### src/rtl/stage_if_if.sv
// Fetch-stage bus: icache/iTLB lookup, fill and redirect inputs, IFID outputs.
// Latency: n/a (signal bundle only).
// Backpressure: none; the IFID side updates every cycle.
interface stage_if_if #(
  parameter int N_THREADS = 4
);
  localparam int TW = $clog2(N_THREADS);

  // lookup request / same-cycle response
  logic                       ic_req_valid;
  logic [31:0]                ic_req_addr;
  logic                       ic_rsp_hit;
  logic                       ic_rsp_miss;
  logic                       ic_rsp_itlb_miss;
  logic [31:0]                ic_rsp_data;
  // fill completion
  logic                       ic_fill_done;
  logic [TW-1:0]              ic_fill_thread;
  // writeback redirect
  logic                       wb_redirect_en;
  logic [TW-1:0]              wb_redirect_thread;
  logic [31:0]                wb_redirect_pc;
  // per-thread rm4 values
  logic [N_THREADS-1:0][31:0] rm4;
  // IFID outputs
  logic [31:0]                if_pc;
  logic [31:0]                if_instruction;
  logic [TW-1:0]              if_thread;
  logic                       if_itlb_miss;
  logic                       if_icache_miss;
  logic [31:0]                if_rm4;

  // fetch stage side
  modport master (
    output ic_req_valid, ic_req_addr,
    input  ic_rsp_hit, ic_rsp_miss, ic_rsp_itlb_miss, ic_rsp_data,
    input  ic_fill_done, ic_fill_thread,
    input  wb_redirect_en, wb_redirect_thread, wb_redirect_pc,
    input  rm4,
    output if_pc, if_instruction, if_thread, if_itlb_miss, if_icache_miss, if_rm4
  );

  // cache / writeback / decode side
  modport slave (
    input  ic_req_valid, ic_req_addr,
    output ic_rsp_hit, ic_rsp_miss, ic_rsp_itlb_miss, ic_rsp_data,
    output ic_fill_done, ic_fill_thread,
    output wb_redirect_en, wb_redirect_thread, wb_redirect_pc,
    output rm4,
    input  if_pc, if_instruction, if_thread, if_itlb_miss, if_icache_miss, if_rm4
  );
endinterface

### src/rtl/stage_if.sv
// Multithreaded instruction fetch: round-robin pick of a READY thread, iTLB/icache lookup, IFID register.
// Latency: lookup in cycle N, IFID outputs registered at the end of cycle N.
// Backpressure: none; a parked-everything cycle emits a bubble instead of stalling.
module stage_if #(
  parameter int          N_THREADS = 4,
  parameter logic [31:0] RESET_PC  = 32'h0000_1000,
  parameter logic [31:0] NOP_INSTR = 32'h0000_0000
) (
  input logic       clk,
  input logic       rst,
  stage_if_if.master bus
);
  localparam int TW = $clog2(N_THREADS);

  typedef enum logic [1:0] {
    TH_READY      = 2'd0,
    TH_WAIT_FILL  = 2'd1,
    TH_WAIT_REDIR = 2'd2
  } th_state_e;

  th_state_e     state_q [N_THREADS];
  th_state_e     state_d [N_THREADS];
  logic [31:0]   pc_q    [N_THREADS];
  logic [31:0]   pc_d    [N_THREADS];
  logic [TW-1:0] ptr_q, ptr_d;

  logic [31:0]   if_pc_q, if_pc_d;
  logic [31:0]   if_instr_q, if_instr_d;
  logic [TW-1:0] if_thread_q, if_thread_d;
  logic          if_itlb_q, if_itlb_d;
  logic          if_icm_q, if_icm_d;
  logic [31:0]   if_rm4_q, if_rm4_d;

  logic [N_THREADS-1:0] eligible;
  logic                 grant_vld;
  logic [TW-1:0]        grant_id;
  logic [TW-1:0]        cand;

  // A thread may fetch if READY and not being redirected this very cycle
  always_comb begin
    for (int t = 0; t < N_THREADS; t++) begin
      eligible[t] = (state_q[t] == TH_READY) &&
                    !(bus.wb_redirect_en && (bus.wb_redirect_thread == TW'(t)));
    end
  end

  // Round-robin scan starting just after the last granted thread
  always_comb begin
    grant_vld = 1'b0;
    grant_id  = ptr_q;
    cand      = '0;
    for (int i = 1; i <= N_THREADS; i++) begin
      cand = ptr_q + TW'(i);
      if (!grant_vld && eligible[cand]) begin
        grant_vld = 1'b1;
        grant_id  = cand;
      end
    end
  end

  assign bus.ic_req_valid = grant_vld;
  assign bus.ic_req_addr  = grant_vld ? pc_q[grant_id] : 32'h0;

  // Next thread states/PCs and next IFID contents; redirect is applied last so it wins
  always_comb begin
    for (int t = 0; t < N_THREADS; t++) begin
      state_d[t] = state_q[t];
      pc_d[t]    = pc_q[t];
    end
    ptr_d       = ptr_q;
    if_pc_d     = 32'h0;
    if_instr_d  = NOP_INSTR;
    if_thread_d = ptr_q;
    if_itlb_d   = 1'b0;
    if_icm_d    = 1'b1;
    if_rm4_d    = 32'h0;

    if (grant_vld) begin
      ptr_d       = grant_id;
      if_pc_d     = pc_q[grant_id];
      if_thread_d = grant_id;
      if_rm4_d    = bus.rm4[grant_id];
      if (bus.ic_rsp_itlb_miss) begin
        if_itlb_d         = 1'b1;
        if_icm_d          = 1'b0;
        state_d[grant_id] = TH_WAIT_REDIR;
      end else if (bus.ic_rsp_miss) begin
        state_d[grant_id] = TH_WAIT_FILL;
      end else if (bus.ic_rsp_hit) begin
        if_instr_d     = bus.ic_rsp_data;
        if_icm_d       = 1'b0;
        pc_d[grant_id] = pc_q[grant_id] + 32'd4;
      end else begin
        // no response at all is handled like a miss; the cache owns the fill
        state_d[grant_id] = TH_WAIT_FILL;
      end
    end

    // the granted thread is READY, so a fill can never collide with its outcome
    if (bus.ic_fill_done && (state_q[bus.ic_fill_thread] == TH_WAIT_FILL)) begin
      state_d[bus.ic_fill_thread] = TH_READY;
    end

    if (bus.wb_redirect_en) begin
      state_d[bus.wb_redirect_thread] = TH_READY;
      pc_d[bus.wb_redirect_thread]    = bus.wb_redirect_pc;
    end
  end

  // Per-thread state, PCs and round-robin pointer
  always_ff @(posedge clk) begin
    if (!rst) begin
      for (int t = 0; t < N_THREADS; t++) begin
        state_q[t] <= TH_READY;
        pc_q[t]    <= RESET_PC;
      end
      ptr_q <= TW'(N_THREADS - 1);
    end else begin
      for (int t = 0; t < N_THREADS; t++) begin
        state_q[t] <= state_d[t];
        pc_q[t]    <= pc_d[t];
      end
      ptr_q <= ptr_d;
    end
  end

  // IFID output register; reset presents a bubble
  always_ff @(posedge clk) begin
    if (!rst) begin
      if_pc_q     <= 32'h0;
      if_instr_q  <= NOP_INSTR;
      if_thread_q <= '0;
      if_itlb_q   <= 1'b0;
      if_icm_q    <= 1'b1;
      if_rm4_q    <= 32'h0;
    end else begin
      if_pc_q     <= if_pc_d;
      if_instr_q  <= if_instr_d;
      if_thread_q <= if_thread_d;
      if_itlb_q   <= if_itlb_d;
      if_icm_q    <= if_icm_d;
      if_rm4_q    <= if_rm4_d;
    end
  end

  assign bus.if_pc          = if_pc_q;
  assign bus.if_instruction = if_instr_q;
  assign bus.if_thread      = if_thread_q;
  assign bus.if_itlb_miss   = if_itlb_q;
  assign bus.if_icache_miss = if_icm_q;
  assign bus.if_rm4         = if_rm4_q;
endmodule

### src/flat_wrapper.sv
// flat-port wrapper written by rule: the top's interface ports become plain ports
module stage_if_flat 
#(
  parameter int          N_THREADS = 4,
  parameter logic [31:0] RESET_PC  = 32'h0000_1000,
  parameter logic [31:0] NOP_INSTR = 32'h0000_0000
)
  (clk, rst, bus_ic_req_valid, bus_ic_req_addr, bus_ic_rsp_hit, bus_ic_rsp_miss, bus_ic_rsp_itlb_miss, bus_ic_rsp_data, bus_ic_fill_done, bus_ic_fill_thread, bus_wb_redirect_en, bus_wb_redirect_thread, bus_wb_redirect_pc, bus_rm4, bus_if_pc, bus_if_instruction, bus_if_thread, bus_if_itlb_miss, bus_if_icache_miss, bus_if_rm4);
  stage_if_if #(.N_THREADS(N_THREADS)) bus_i ();
  input logic clk;
  input logic rst;
  output wire logic [$bits(bus_i.ic_req_valid)-1:0] bus_ic_req_valid;
  output wire logic [$bits(bus_i.ic_req_addr)-1:0] bus_ic_req_addr;
  input wire logic [$bits(bus_i.ic_rsp_hit)-1:0] bus_ic_rsp_hit;
  input wire logic [$bits(bus_i.ic_rsp_miss)-1:0] bus_ic_rsp_miss;
  input wire logic [$bits(bus_i.ic_rsp_itlb_miss)-1:0] bus_ic_rsp_itlb_miss;
  input wire logic [$bits(bus_i.ic_rsp_data)-1:0] bus_ic_rsp_data;
  input wire logic [$bits(bus_i.ic_fill_done)-1:0] bus_ic_fill_done;
  input wire logic [$bits(bus_i.ic_fill_thread)-1:0] bus_ic_fill_thread;
  input wire logic [$bits(bus_i.wb_redirect_en)-1:0] bus_wb_redirect_en;
  input wire logic [$bits(bus_i.wb_redirect_thread)-1:0] bus_wb_redirect_thread;
  input wire logic [$bits(bus_i.wb_redirect_pc)-1:0] bus_wb_redirect_pc;
  input wire logic [$bits(bus_i.rm4)-1:0] bus_rm4;
  output wire logic [$bits(bus_i.if_pc)-1:0] bus_if_pc;
  output wire logic [$bits(bus_i.if_instruction)-1:0] bus_if_instruction;
  output wire logic [$bits(bus_i.if_thread)-1:0] bus_if_thread;
  output wire logic [$bits(bus_i.if_itlb_miss)-1:0] bus_if_itlb_miss;
  output wire logic [$bits(bus_i.if_icache_miss)-1:0] bus_if_icache_miss;
  output wire logic [$bits(bus_i.if_rm4)-1:0] bus_if_rm4;
  assign bus_ic_req_valid = bus_i.ic_req_valid;
  assign bus_ic_req_addr = bus_i.ic_req_addr;
  assign bus_i.ic_rsp_hit = bus_ic_rsp_hit;
  assign bus_i.ic_rsp_miss = bus_ic_rsp_miss;
  assign bus_i.ic_rsp_itlb_miss = bus_ic_rsp_itlb_miss;
  assign bus_i.ic_rsp_data = bus_ic_rsp_data;
  assign bus_i.ic_fill_done = bus_ic_fill_done;
  assign bus_i.ic_fill_thread = bus_ic_fill_thread;
  assign bus_i.wb_redirect_en = bus_wb_redirect_en;
  assign bus_i.wb_redirect_thread = bus_wb_redirect_thread;
  assign bus_i.wb_redirect_pc = bus_wb_redirect_pc;
  assign bus_i.rm4 = bus_rm4;
  assign bus_if_pc = bus_i.if_pc;
  assign bus_if_instruction = bus_i.if_instruction;
  assign bus_if_thread = bus_i.if_thread;
  assign bus_if_itlb_miss = bus_i.if_itlb_miss;
  assign bus_if_icache_miss = bus_i.if_icache_miss;
  assign bus_if_rm4 = bus_i.if_rm4;
  stage_if #(.N_THREADS(N_THREADS), .RESET_PC(RESET_PC), .NOP_INSTR(NOP_INSTR)) u_core (.clk(clk), .rst(rst), .bus(bus_i));
endmodule
### config.mk
export PLATFORM = sky130hd
export DESIGN_NAME = stage_if_flat
export DESIGN_NICKNAME = d
export VERILOG_FILES = /design/src/rtl/stage_if_if.sv /design/src/rtl/stage_if.sv /design/src/flat_wrapper.sv
export SDC_FILE = /design/constraint.sdc
export NUM_CORES = 1
export LEC_CHECK = 0
export BUFFER_PORTS_ARGS = -buffer_cell sky130_fd_sc_hd__buf_4
export CAP_MARGIN = 20
export CELL_PAD_IN_SITES_DETAIL_PLACEMENT = 1
export CELL_PAD_IN_SITES_GLOBAL_PLACEMENT = 2
export CORE_MARGIN = 4
export CORE_UTILIZATION = 30
export CTS_CLUSTER_DIAMETER = 150
export DETAILED_ROUTE_END_ITERATION = 10
export PLACE_DENSITY = 0.83
export SETUP_SLACK_MARGIN = 0.02
export SYNTH_ARGS = -nofsm -noshare
export SYNTH_HDL_FRONTEND = slang
export SYNTH_SLANG_ARGS = --single-unit
### constraint.sdc
create_clock -name clk -period 7.3 [get_ports clk]
set_input_delay 1.46 -clock clk [delete_from_list [all_inputs] [get_ports clk]]
set_output_delay 1.46 -clock clk [all_outputs]
set_load 0.01 [all_outputs]
==> reports/metrics.cfg <==
[power]
netSwitchingPower_mw=2.592
vdd_drop_max_v=0.0002385
p_int_mw=3.651
power_frac_seq_pct=26.7
p_per_area_nw_per_um2=407.3
pwr-share-clk_pct=23.3
p_leak_nw=6.447
combPwrFrac_pct=50.0
switching_share_pct=41.52

[sta]
drv_slew=0
fmax_ghz=0.1592
layout_min_cycle_time_ns=6.281
fin_skew_ns=0.02138
finalCritPeriodShare_pct=86.04
setup_viol=0
holdWs_ns=0.4557
tightest_slew_ns=1.116
hold_viol_final=0
rsz0062_at_grt=no
final.setup.tns_ns=0
relSlewSlack_pct=25.44

[die]
io_pins=336
rows=71
die-height_um=203.0
die_area_um2=41190
coreArea_um2=37580
die_x_um=203.0
initial_core_util_pct=30.34

[setup_path]
critPathKind=primary input to primary output
rrSetupSlack_ns=2.48
worstReg2RegStart=u_core.state_q[3][0]$_SDFF_PN0_
cp.required_ns=5.84
worstRegToRegCells=11
reg2reg_to=u_core.pc_q[2][17]$_SDFF_PN0_
critPathCaptureType=primary output
critical_path_arrival_ns=4.82
critPathMaxFanout=46
path_cells=buf_4 > nand3b_1 > a32oi_2 > o22a_4 > buf_12 > nand2_1 > nand3_1 > o21ai_0 > nor2_1 > buf_4
crit_buf_inv=3
critPathMaxStageDelay_ns=0.71
startpoint_type=primary input
cp_top_family=compound AO/OA/AOI/OAI gates
cp_slowest_cell=nand3b_1
critPathMostFrequentCell=buf_4

[drt]
initialDrtViolationCount=676
routed_wl_um=48120
wl_per_cell_um=22.10
dr_total_vias=11540
drc=0
via_per_inst=5.300
drt_pass1_iterations=5
final_antenna_net_count=0

[global_routing]
antenna_found_initial=2
track_usage_pct=22.36
overflow=0
grt_max_degree=65
grt_pass1_vias=12140
grt_pass1_wl_um=73110

[synth]
yosysWarnings=0
synth_edf_count=0
yosysTopAreaCell=dfxtp_1
synth-main-ff-cell=dfxtp_1
ys_ff_latch=238
synth_area_um2=11400
postSynthAreaPerCell_um2=8.384
ys_types=64
ys_seq_area_share_pct=41.79
synthArstFlopShare_pct=0
synth_area_leaders=dfxtp_1 (42%), mux2i_1 (8.1%), nor2_1 (8.1%), nand2_1 (5.4%), o32ai_1 (5.1%)
synth_fp_nets=1564
synthCells=1360
synth_top_area_share_pct=41.79

[finish]
area_growth_pct=34.42
final_cell_mix=buf_4 (360), nor2_1 (240), dfxtp_1 (238)
fillers=4449
drive_gt1_share_pct=27.99
fin_nets=1847
layout_commonest_cell=buf_4

[hold_path]
hold_path.startpoint=u_core.pc_q[1][1]$_SDFF_PN0_
worstHoldPathType=flip-flop to flip-flop
hold_path_end=u_core.pc_q[1][1]$_SDFF_PN0_
min_path_cells=2

[clocking]
clock_latency_ns=0.57
hold_buffers=0
cts_setup_buffers=0
post_cts_resized=0
cts.sinks=238
cts_root_buffer=clkbuf_16
cts_tree=yes
cts_buffer_depth=3
clk_pin_slew_worst_paths_ns=0.06
cts_max_level=1
cts_made_buffers=29

[placed_design]
port_buffers=335
gp_congestion=0.8218
dp_hpwl_um=32870

[outcome]
status=complete, no violations

[flow_run]
drv_cap=0

==> kinds of logic after synthesis <==
family,Yosys count,synth area share (%)
XOR/XNOR,13,0.9986
multiplexers,119,10.78
AO/OA/AOI/OAI,251,16.06
buffers and inverters,118,4.708
adder cells (fa/ha/maj),1,0.1097
AND/OR/NAND/NOR,620,25.56
flip-flops,238,41.79
==> state kept, by name (all words and copies together) (netlist names) <==
signal and cells:
u_core.bus.if_instruction 32, u_core.bus.if_rm4 32, u_core.state_q 8, u_core.pc_q 128
u_core.bus.if_icache_miss 1, u_core.bus.if_thread 2, u_core.bus.if_itlb_miss 1, u_core.bus.if_pc 32
u_core.ptr_q 2
==> cells in the mapped netlist, types with 6 or more instances <==
cell	count
inv_1	6
nand3_1	18
a211oi_1	42
nand4_1	8
buf_1	10
and2_1	32
nor2_1	245
nor3_1	64
o211ai_1	17
a22oi_1	6
and4_1	7
dfxtp_1	238
o21ai_0	13
xor2_1	10
o32ai_1	67
and3_1	34
a31oi_1	10
mux2i_1	92
o22ai_1	23
clkbuf_1	88
a21oi_1	41
nor4_1	10
mux2_2	26
nand2_1	163
==> per-layer routing <==
layer / vias to the layer above / track usage, % / share of wire (%)
li1: 5445 / - / -
met3: 67 / 4.839 / 5.9
met5: - / 0 / 0.042
met2: 326 / 38.51 / 49
met1: 5699 / 28.51 / 42
met4: 2 / 5.771 / 2.5
==> power by group through the flow <==
stage / combinational (mW) / sequential (mW) / clock, mW
2_1_floorplan: 2.01 / 1.73 / 0
3_3_place_gp: 3.09 / 1.68 / 0
3_5_place_dp: 3.14 / 1.69 / 0
4_1_cts: 3.15 / 1.66 / 1.49
5_1_grt: 3.40 / 1.69 / 1.54
6_report: 3.12 / 1.66 / 1.46
==> through the flow <==
stage	area [um^2]	instances	utilization [%]	worst slack [ns]	total power, mW
after global routing	15330	2177	40.79	0.8356	6.635
after floorplan	11400	1360	-	1.466	3.741
after global placement	14310	2121	38.08	1.011	4.774
after CTS	15300	2175	40.71	1.024	6.310
after detailed placement	14340	2122	38.16	0.8797	4.829
final	15330	2177	40.79	1.019	6.243
==> final cells by class <==
cell class,count,area (um^2),share of cell area (%)
Multi-Input combinational cell,1004,6158,40.18
Sequential cell,238,4765,31.09
Timing Repair Buffer,363,2778,18.12
Clock buffer,47,903.4,5.894
Tap cell,511,639.4,4.171
Clock inverter,6,55.05,0.3592
Inverter,7,26.28,0.1714
Antenna cell,1,2.502,0.01633
==> worst reg2reg max path: stages (launching register included) <==
cell	delay, ns
dfxtp_1	0.33
a311oi_1	0.61
a21o_1	0.29
o22a_4	0.51
buf_12	0.37
mux2i_1	0.14
mux2_2	0.36
nor3_1	0.54
nand4b_1	0.45
nor4b_1	0.68
nor3_1	0.11
o32ai_1	0.30
==> how the worst max path moves through the flow <==
stage | from | to | slack (ns) | cells past startpoint
2_1_floorplan | bus_wb_redirect_thread[1] | bus_ic_req_addr[0] | 1.47 | 16
3_3_place_gp | bus_wb_redirect_thread[1] | u_core.pc_q[3][25]$_SDFF_PN0_ | 1.01 | 12
3_5_place_dp | bus_wb_redirect_thread[1] | u_core.pc_q[3][20]$_SDFF_PN0_ | 0.88 | 16
4_1_cts | bus_wb_redirect_thread[1] | bus_ic_req_addr[31] | 1.02 | 10
5_1_grt | bus_wb_redirect_thread[1] | bus_ic_req_addr[31] | 0.84 | 10
6_report | bus_wb_redirect_thread[1] | bus_ic_req_addr[31] | 1.02 | 10
No activity file was read; power rests on OpenSTA's default activity.
